## src/rtl/free_list_pkg.sv

```systemverilog
// Shared constants and packet types for the rename-stage physical register free list.
package free_list_pkg;

    localparam int DEF_NUM_PR   = 64;
    localparam int DEF_NUM_ARCH = 32;
    localparam int DEF_NUM_ROB  = 32;
    localparam int DEF_ZERO_REG = 31;

    localparam int DEF_PR_W    = $clog2(DEF_NUM_PR);
    localparam int DEF_ARCH_W  = $clog2(DEF_NUM_ARCH);
    localparam int DEF_ROB_W   = $clog2(DEF_NUM_ROB);
    localparam int DEF_FL_SIZE = DEF_NUM_PR - DEF_NUM_ARCH;
    localparam int DEF_CNT_W   = $clog2(DEF_FL_SIZE + 1);

    // Bundled request side of the free list (dispatch, retire, rollback).
    typedef struct packed {
        logic                  dispatch_en;
        logic [DEF_ARCH_W-1:0] dispatch_dest_idx;
        logic [DEF_ROB_W-1:0]  dispatch_rob_idx;
        logic                  retire_en;
        logic [DEF_ARCH_W-1:0] retire_dest_idx;
        logic [DEF_PR_W-1:0]   t_old_idx_head;
        logic                  rollback_en;
        logic [DEF_ROB_W-1:0]  rob_rollback_idx;
    } freelist_packet_in_t;

    // Bundled response side of the free list.
    typedef struct packed {
        logic [DEF_PR_W-1:0]  t_idx;
        logic                 free_valid;
        logic [DEF_CNT_W-1:0] free_count;
    } freelist_packet_out_t;

endpackage

```

## src/rtl/free_list_chk.sv

```systemverilog
// Simulation-only checker: a retire must never try to free into a full list.
module free_list_chk (
    input  logic clock_i,
    input  logic reset_i,
    input  logic free_req_i,
    input  logic full_i
);

    // Flag an overfill attempt; the free list itself ignores the request.
    always @(posedge clock_i) begin
        if (!reset_i) begin
            assert (!(free_req_i && full_i))
                else $error("free_list: free requested while the list is full");
        end
    end

endmodule

```

## src/rtl/free_list.sv

```systemverilog
// R10000-style physical register free list with per-ROB-entry head checkpoints.
module free_list
    import free_list_pkg::*;
#(
    parameter  int NUM_PR   = DEF_NUM_PR,
    parameter  int NUM_ARCH = DEF_NUM_ARCH,
    parameter  int NUM_ROB  = DEF_NUM_ROB,
    parameter  int ZERO_REG = DEF_ZERO_REG,
    localparam int PR_W     = $clog2(NUM_PR),
    localparam int ARCH_W   = $clog2(NUM_ARCH),
    localparam int ROB_W    = $clog2(NUM_ROB),
    localparam int FL_SIZE  = NUM_PR - NUM_ARCH,
    localparam int FL_W     = $clog2(FL_SIZE),
    localparam int PTR_W    = FL_W + 1,
    localparam int CNT_W    = $clog2(FL_SIZE + 1)
) (
    input  logic              clock_i,
    input  logic              reset_i,
    input  logic              en_i,
    input  logic              dispatch_en_i,
    input  logic [ARCH_W-1:0] dispatch_dest_idx_i,
    input  logic [ROB_W-1:0]  dispatch_ROB_idx_i,
    input  logic              retire_en_i,
    input  logic [ARCH_W-1:0] retire_dest_idx_i,
    input  logic [PR_W-1:0]   T_old_idx_head_i,
    input  logic              rollback_en_i,
    input  logic [ROB_W-1:0]  ROB_rollback_idx_i,
    output logic [PR_W-1:0]   T_idx_o,
    output logic              free_valid_o,
    output logic [CNT_W-1:0]  free_count_o
`ifdef DEBUG
    ,
    output logic [FL_SIZE-1:0][PR_W-1:0] dbg_fl_o,
    output logic [PTR_W-1:0]             dbg_head_o,
    output logic [PTR_W-1:0]             dbg_tail_o
`endif
);

    logic [PR_W-1:0]  fl_q   [FL_SIZE];
    logic [PTR_W-1:0] ckpt_q [NUM_ROB];
    logic [PTR_W-1:0] head_q, head_d;
    logic [PTR_W-1:0] tail_q, tail_d;
    logic [CNT_W-1:0] count_s;
    logic             full_s;
    logic             alloc_s;
    logic             free_req_s;
    logic             free_s;
    logic             ckpt_we_s;

    // Advance a pointer; the wrap bit toggles when the index passes the last slot.
    function automatic logic [PTR_W-1:0] ptr_inc(input logic [PTR_W-1:0] p);
        logic [PTR_W-1:0] r;
        if (p[FL_W-1:0] == FL_W'(FL_SIZE - 1)) begin
            r[PTR_W-1]  = ~p[PTR_W-1];
            r[FL_W-1:0] = '0;
        end else begin
            r = p + PTR_W'(1);
        end
        return r;
    endfunction

    // Occupancy from registered pointers, correct for any FL_SIZE.
    always_comb begin
        if (head_q[PTR_W-1] == tail_q[PTR_W-1]) begin
            count_s = CNT_W'(tail_q[FL_W-1:0]) - CNT_W'(head_q[FL_W-1:0]);
        end else begin
            count_s = CNT_W'(FL_SIZE) - CNT_W'(head_q[FL_W-1:0]) + CNT_W'(tail_q[FL_W-1:0]);
        end
    end

    assign full_s       = (count_s == CNT_W'(FL_SIZE));
    assign free_valid_o = (count_s != CNT_W'(0));
    assign free_count_o = count_s;
    assign T_idx_o      = fl_q[head_q[FL_W-1:0]];

    assign alloc_s    = en_i & dispatch_en_i & free_valid_o & ~rollback_en_i
                        & (dispatch_dest_idx_i != ARCH_W'(ZERO_REG));
    assign free_req_s = en_i & retire_en_i & (retire_dest_idx_i != ARCH_W'(ZERO_REG));
    assign free_s     = free_req_s & ~full_s;
    assign ckpt_we_s  = en_i & dispatch_en_i & ~rollback_en_i;

    // Next head/tail: rollback overrides dispatch; tail moves independently on retire.
    always_comb begin
        head_d = head_q;
        tail_d = tail_q;
        if (en_i && rollback_en_i) begin
            head_d = ckpt_q[ROB_rollback_idx_i];
        end else if (alloc_s) begin
            head_d = ptr_inc(head_q);
        end else begin
            head_d = head_q;
        end
        if (free_s) begin
            tail_d = ptr_inc(tail_q);
        end else begin
            tail_d = tail_q;
        end
    end

    // State registers: list contents, pointers and per-ROB head checkpoints.
    always_ff @(posedge clock_i) begin
        if (reset_i) begin
            head_q <= '0;
            tail_q <= {1'b1, {FL_W{1'b0}}};
            for (int i = 0; i < FL_SIZE; i++) begin
                fl_q[i] <= PR_W'(NUM_ARCH + i);
            end
            for (int j = 0; j < NUM_ROB; j++) begin
                ckpt_q[j] <= '0;
            end
        end else begin
            head_q <= head_d;
            tail_q <= tail_d;
            if (free_s) begin
                fl_q[tail_q[FL_W-1:0]] <= T_old_idx_head_i;
            end
            if (ckpt_we_s) begin
                ckpt_q[dispatch_ROB_idx_i] <= head_d;
            end
        end
    end

`ifdef DEBUG
    // Flatten internal state for debug visibility.
    always_comb begin
        for (int k = 0; k < FL_SIZE; k++) begin
            dbg_fl_o[k] = fl_q[k];
        end
    end
    assign dbg_head_o = head_q;
    assign dbg_tail_o = tail_q;
`endif

    free_list_chk u_chk (
        .clock_i    (clock_i),
        .reset_i    (reset_i),
        .free_req_i (free_req_s),
        .full_i     (full_s)
    );

endmodule

```

## config.mk

```make
export PLATFORM = sky130hd
export DESIGN_NAME = free_list
export DESIGN_NICKNAME = d
export VERILOG_FILES = /design/src/rtl/free_list_pkg.sv /design/src/rtl/free_list_chk.sv /design/src/rtl/free_list.sv
export SDC_FILE = /design/constraint.sdc
export NUM_CORES = 1
export LEC_CHECK = 0
export CORE_ASPECT_RATIO = 0.8
export CORE_MARGIN = 1
export CORE_UTILIZATION = 55
export CTS_CLUSTER_DIAMETER = 150
export DETAILED_ROUTE_END_ITERATION = 10
export GPL_TIMING_DRIVEN = 1
export PLACE_DENSITY = 0.72
export SYNTH_ARGS = -nofsm -noshare
export SYNTH_HDL_FRONTEND = slang
export SYNTH_SLANG_ARGS = --single-unit
```

## constraint.sdc

```tcl
create_clock -name clock_i -period 7.4 [get_ports clock_i]
set_input_delay 1.48 -clock clock_i [delete_from_list [all_inputs] [get_ports clock_i]]
set_output_delay 1.48 -clock clock_i [all_outputs]
set_load 0.03 [all_outputs]
```

==> impl_metrics.toml <==
[run_status]
status = "finished clean"

[setup_path]
crit_type = "reg -> out"
reg2reg_slack_ps = 2770
critical-path-top-delay-family = "buffers and inverters"
r2r-start = "head_q[3]"
cpMaxStageDelayCell = "clkdlybuf4s50_1"
arrival_ps = 4300
rr_worst_depth = 10
cp_slowest_stage_delay_ps = 690
worstPathRequired_ps = 5920
cp_max_fo = 15
cp-end-kind = "output port"
cp_cell_sequence = "clkinv_1 -> ha_1 -> and3_1 -> or3_1 -> and2_1 -> a2111oi_4 -> inv_2 -> clkdlybuf4s50_1"
reg2reg_to = "ckpt_q[31][0]"
startpoint_type = "register"
path_buf_inv = 3

[logic_synthesis]
synth-seq-area-share_pct = 63.0
yosys.area.top_type = "edfxtp_1"
synthFlopType = "edfxtp_1"
yosys_register_bits = 396
async_flop_share_pct = 0
synth_xor_xnor_area_share_pct = 0.134
synth-compound-area-share_pct = 3.24
ys_top_cells_by_area = "edfxtp_1 62%, mux4_2 14%, or3_1 3.9%"
synth_adder_area_share_pct = 0.977
synthMuxAreaShare_pct = 13.9
syn_area_per_cell_um2 = 14.0
synth_cells = 1335
synth_top_family_by_area = "simple AND/OR/NAND/NOR gates"
synth_edf_count = 384
syn_area_um2 = 18700
synthesis.nets = 1381
synth-simple-area-share_pct = 15.5
synth_cell_types = 56
yosys_warnings = 0
synth.top_cell.area_share_pct = 61.7

[clock_tree]
cts_tree = "done"
clockRootBuffer = "clkbuf_16"
hold_buffers = 0
cts_setup_buffers = 0
insertion_delay_ps = 560
cts_buffer_depth = 3
cts_max_level = 2
cts_buffers = 40
numClockSinks = 396
cts_resized = 0
cts.clk_slew.worst_paths_ps = 60

[grt]
grt_usage_pct = 27.2
antenna_found_initial = 2
gr-total-overflow = 0
grt_pass1_wl_um = 70300
first_global_vias = 11400
grt_max_degree = 54

[final_layout]
n_antenna_cell = 0
area_growth_syn_to_layout_pct = 10.2
drive_gt1_share_pct = 15.7
nets = 1370
utilization_pct = 62.4

[routing]
post_drt_wl_per_cell_um = 25.9
drcViolationCount = 0
totalWireLength_um = 46200
dr.pass1.iters = 6
viasPerCell = 6.55
first_iter_violations = 1455
ant_nets = 0
vias = 11700

[sta]
finalClockSkew_ps = 27.7
fmax_mhz = 173
worst_pin_slew_ps = 1230
setup_violations = 0
fin_crit_sh_pct = 78.1
rsz0062_at_grt = "false"
slew_headroom_pct = 18.0
fin_crit_ps = 5780
fin_tns_setup_ps = 0
maxSlewViolCount = 0
final_hold_viol_count = 0

[power]
seqPwrFrac_pct = 50.1
switchingPower_w = 0.00120
peakVddDrop_mv = 0.188
powerDensity_nw_per_um2 = 246
clkPwrFrac_pct = 39.6
pwr-share-comb_pct = 10.3
power.internal_w = 0.00387
netSwitchingFraction_pct = 23.7
power_leakage_nw = 6.83

[job]
drv_cap = 0

[min_path]
hp-class = "reg -> reg"
holdPathEnd = "tail_q[5]"
holdPathStages = 2
worstHoldStart = "tail_q[5]"

[placed_design]
port_buffers = 44
gp_congestion = 0.892
dpl.hpwl_um = 29300

[floorplan]
num_rows = 59
io_pins = 45
core_area_um2 = 33000
start_util_pct = 56.7
die_height_um = 167
die_w_um = 208
die_area_um2 = 34700
placed cells by master (no fill, tap or decap), types with 6 or more instances in the layout:
cell type,count
clkdlybuf4s50_1,42
nor3_1,39
clkbuf_1,9
and3_1,93
nor2_1,186
or3_1,116
ha_1,13
nand2_1,97
clkinv_2,6
a21oi_1,10
clkbuf_16,41
dfxtp_1,10
clkinv_1,8
nand2b_1,6
buf_4,26
inv_1,9
edfxtp_1,384
nor2b_1,9
o21ai_0,40
mux4_2,113
nand3_1,13
how the worst max path moves through the flow:
stage               cells after the start            end             startpoint
finish                                  8   free_valid_o              head_q[3]
global route                            8   free_valid_o              head_q[3]
CTS                                     8   free_valid_o              head_q[3]
detailed placement                      8   free_valid_o              head_q[3]
global placement                       10  ckpt_q[23][0]  ROB_rollback_idx_i[0]
floorplan                               9   free_valid_o              head_q[1]
area by class of cell:
class / instances / area [µm²]
clock buffers: 54 / 1110
clock inverters: 18 / 164
fillers: 2390 / 12400
inverters: 12 / 45.0
multi-input cells: 803 / 6320
flip-flops and latches: 396 / 11800
well taps: 427 / 534
repair buffers: 71 / 646
per-stage QoR:
stage | area (µm²) | setup WS, ps | std cells | hold WS [ps] | power [W]
3_3_place_gp | 19300 | 2310 | 1709 | 542 | 0.00310
4_1_cts | 20600 | 1590 | 1781 | 560 | 0.00509
6_report | 20600 | 1620 | 1781 | 565 | 0.00507
3_5_place_dp | 19300 | 2190 | 1709 | 552 | 0.00311
2_1_floorplan | 18700 | 3010 | 1335 | 529 | 0.00293
5_1_grt | 20600 | 1360 | 1781 | 593 | 0.00522
worst min-delay path: stages, from the launching register on:
cell and delay [ps]:
dfxtp_1 340, nor2_1 110, a21oi_1 70
power groups by stage:
stage | Combinational, W | Sequential (W) | Clock, W
finish | 0.000521 | 0.00254 | 0.00201
global route | 0.000548 | 0.00255 | 0.00212
CTS | 0.000516 | 0.00254 | 0.00203
detailed placement | 0.000514 | 0.00259 | 0
global placement | 0.000507 | 0.00259 | 0
floorplan | 0.000349 | 0.00258 | 0
state kept, by name, indices dropped and copies added, names as in the netlist:
signal and cells:
ckpt_q 192, fl_q 192, head_q 6, tail_q 6
metal layers:
metal  part of all wire, %  wire length [µm]  vias to the layer above  track usage (%)
met2                    44             20400                      682             38.4
met3                    12              5630                       60             7.11
met5                     0                 0                        -                0
li1                      -                 -                     5068                -
met1                    42             19400                     5853             42.1
met4                   1.5               704                        0             6.57
kinds of logic after synthesis:
group | count (synthesis)
AND/OR/NAND/NOR | 584
flip-flops | 396
buffers and inverters | 136
multiplexers | 118
AO/OA/AOI/OAI | 85
adder cells (fa/ha/maj) | 14
XOR/XNOR | 2
cell usage after synthesis, types with 10 or more instances:
library cell / count
a21oi_1: 10
and3_1: 93
buf_2: 16
clkbuf_1: 86
dfxtp_1: 12
edfxtp_1: 384
ha_1: 13
inv_1: 10
mux4_2: 113
nand2_1: 97
nand3_1: 13
nor2_1: 186
nor3_1: 39
o21ai_0: 40
or3_1: 116
Note: power is estimated with default switching activity, not from simulation.
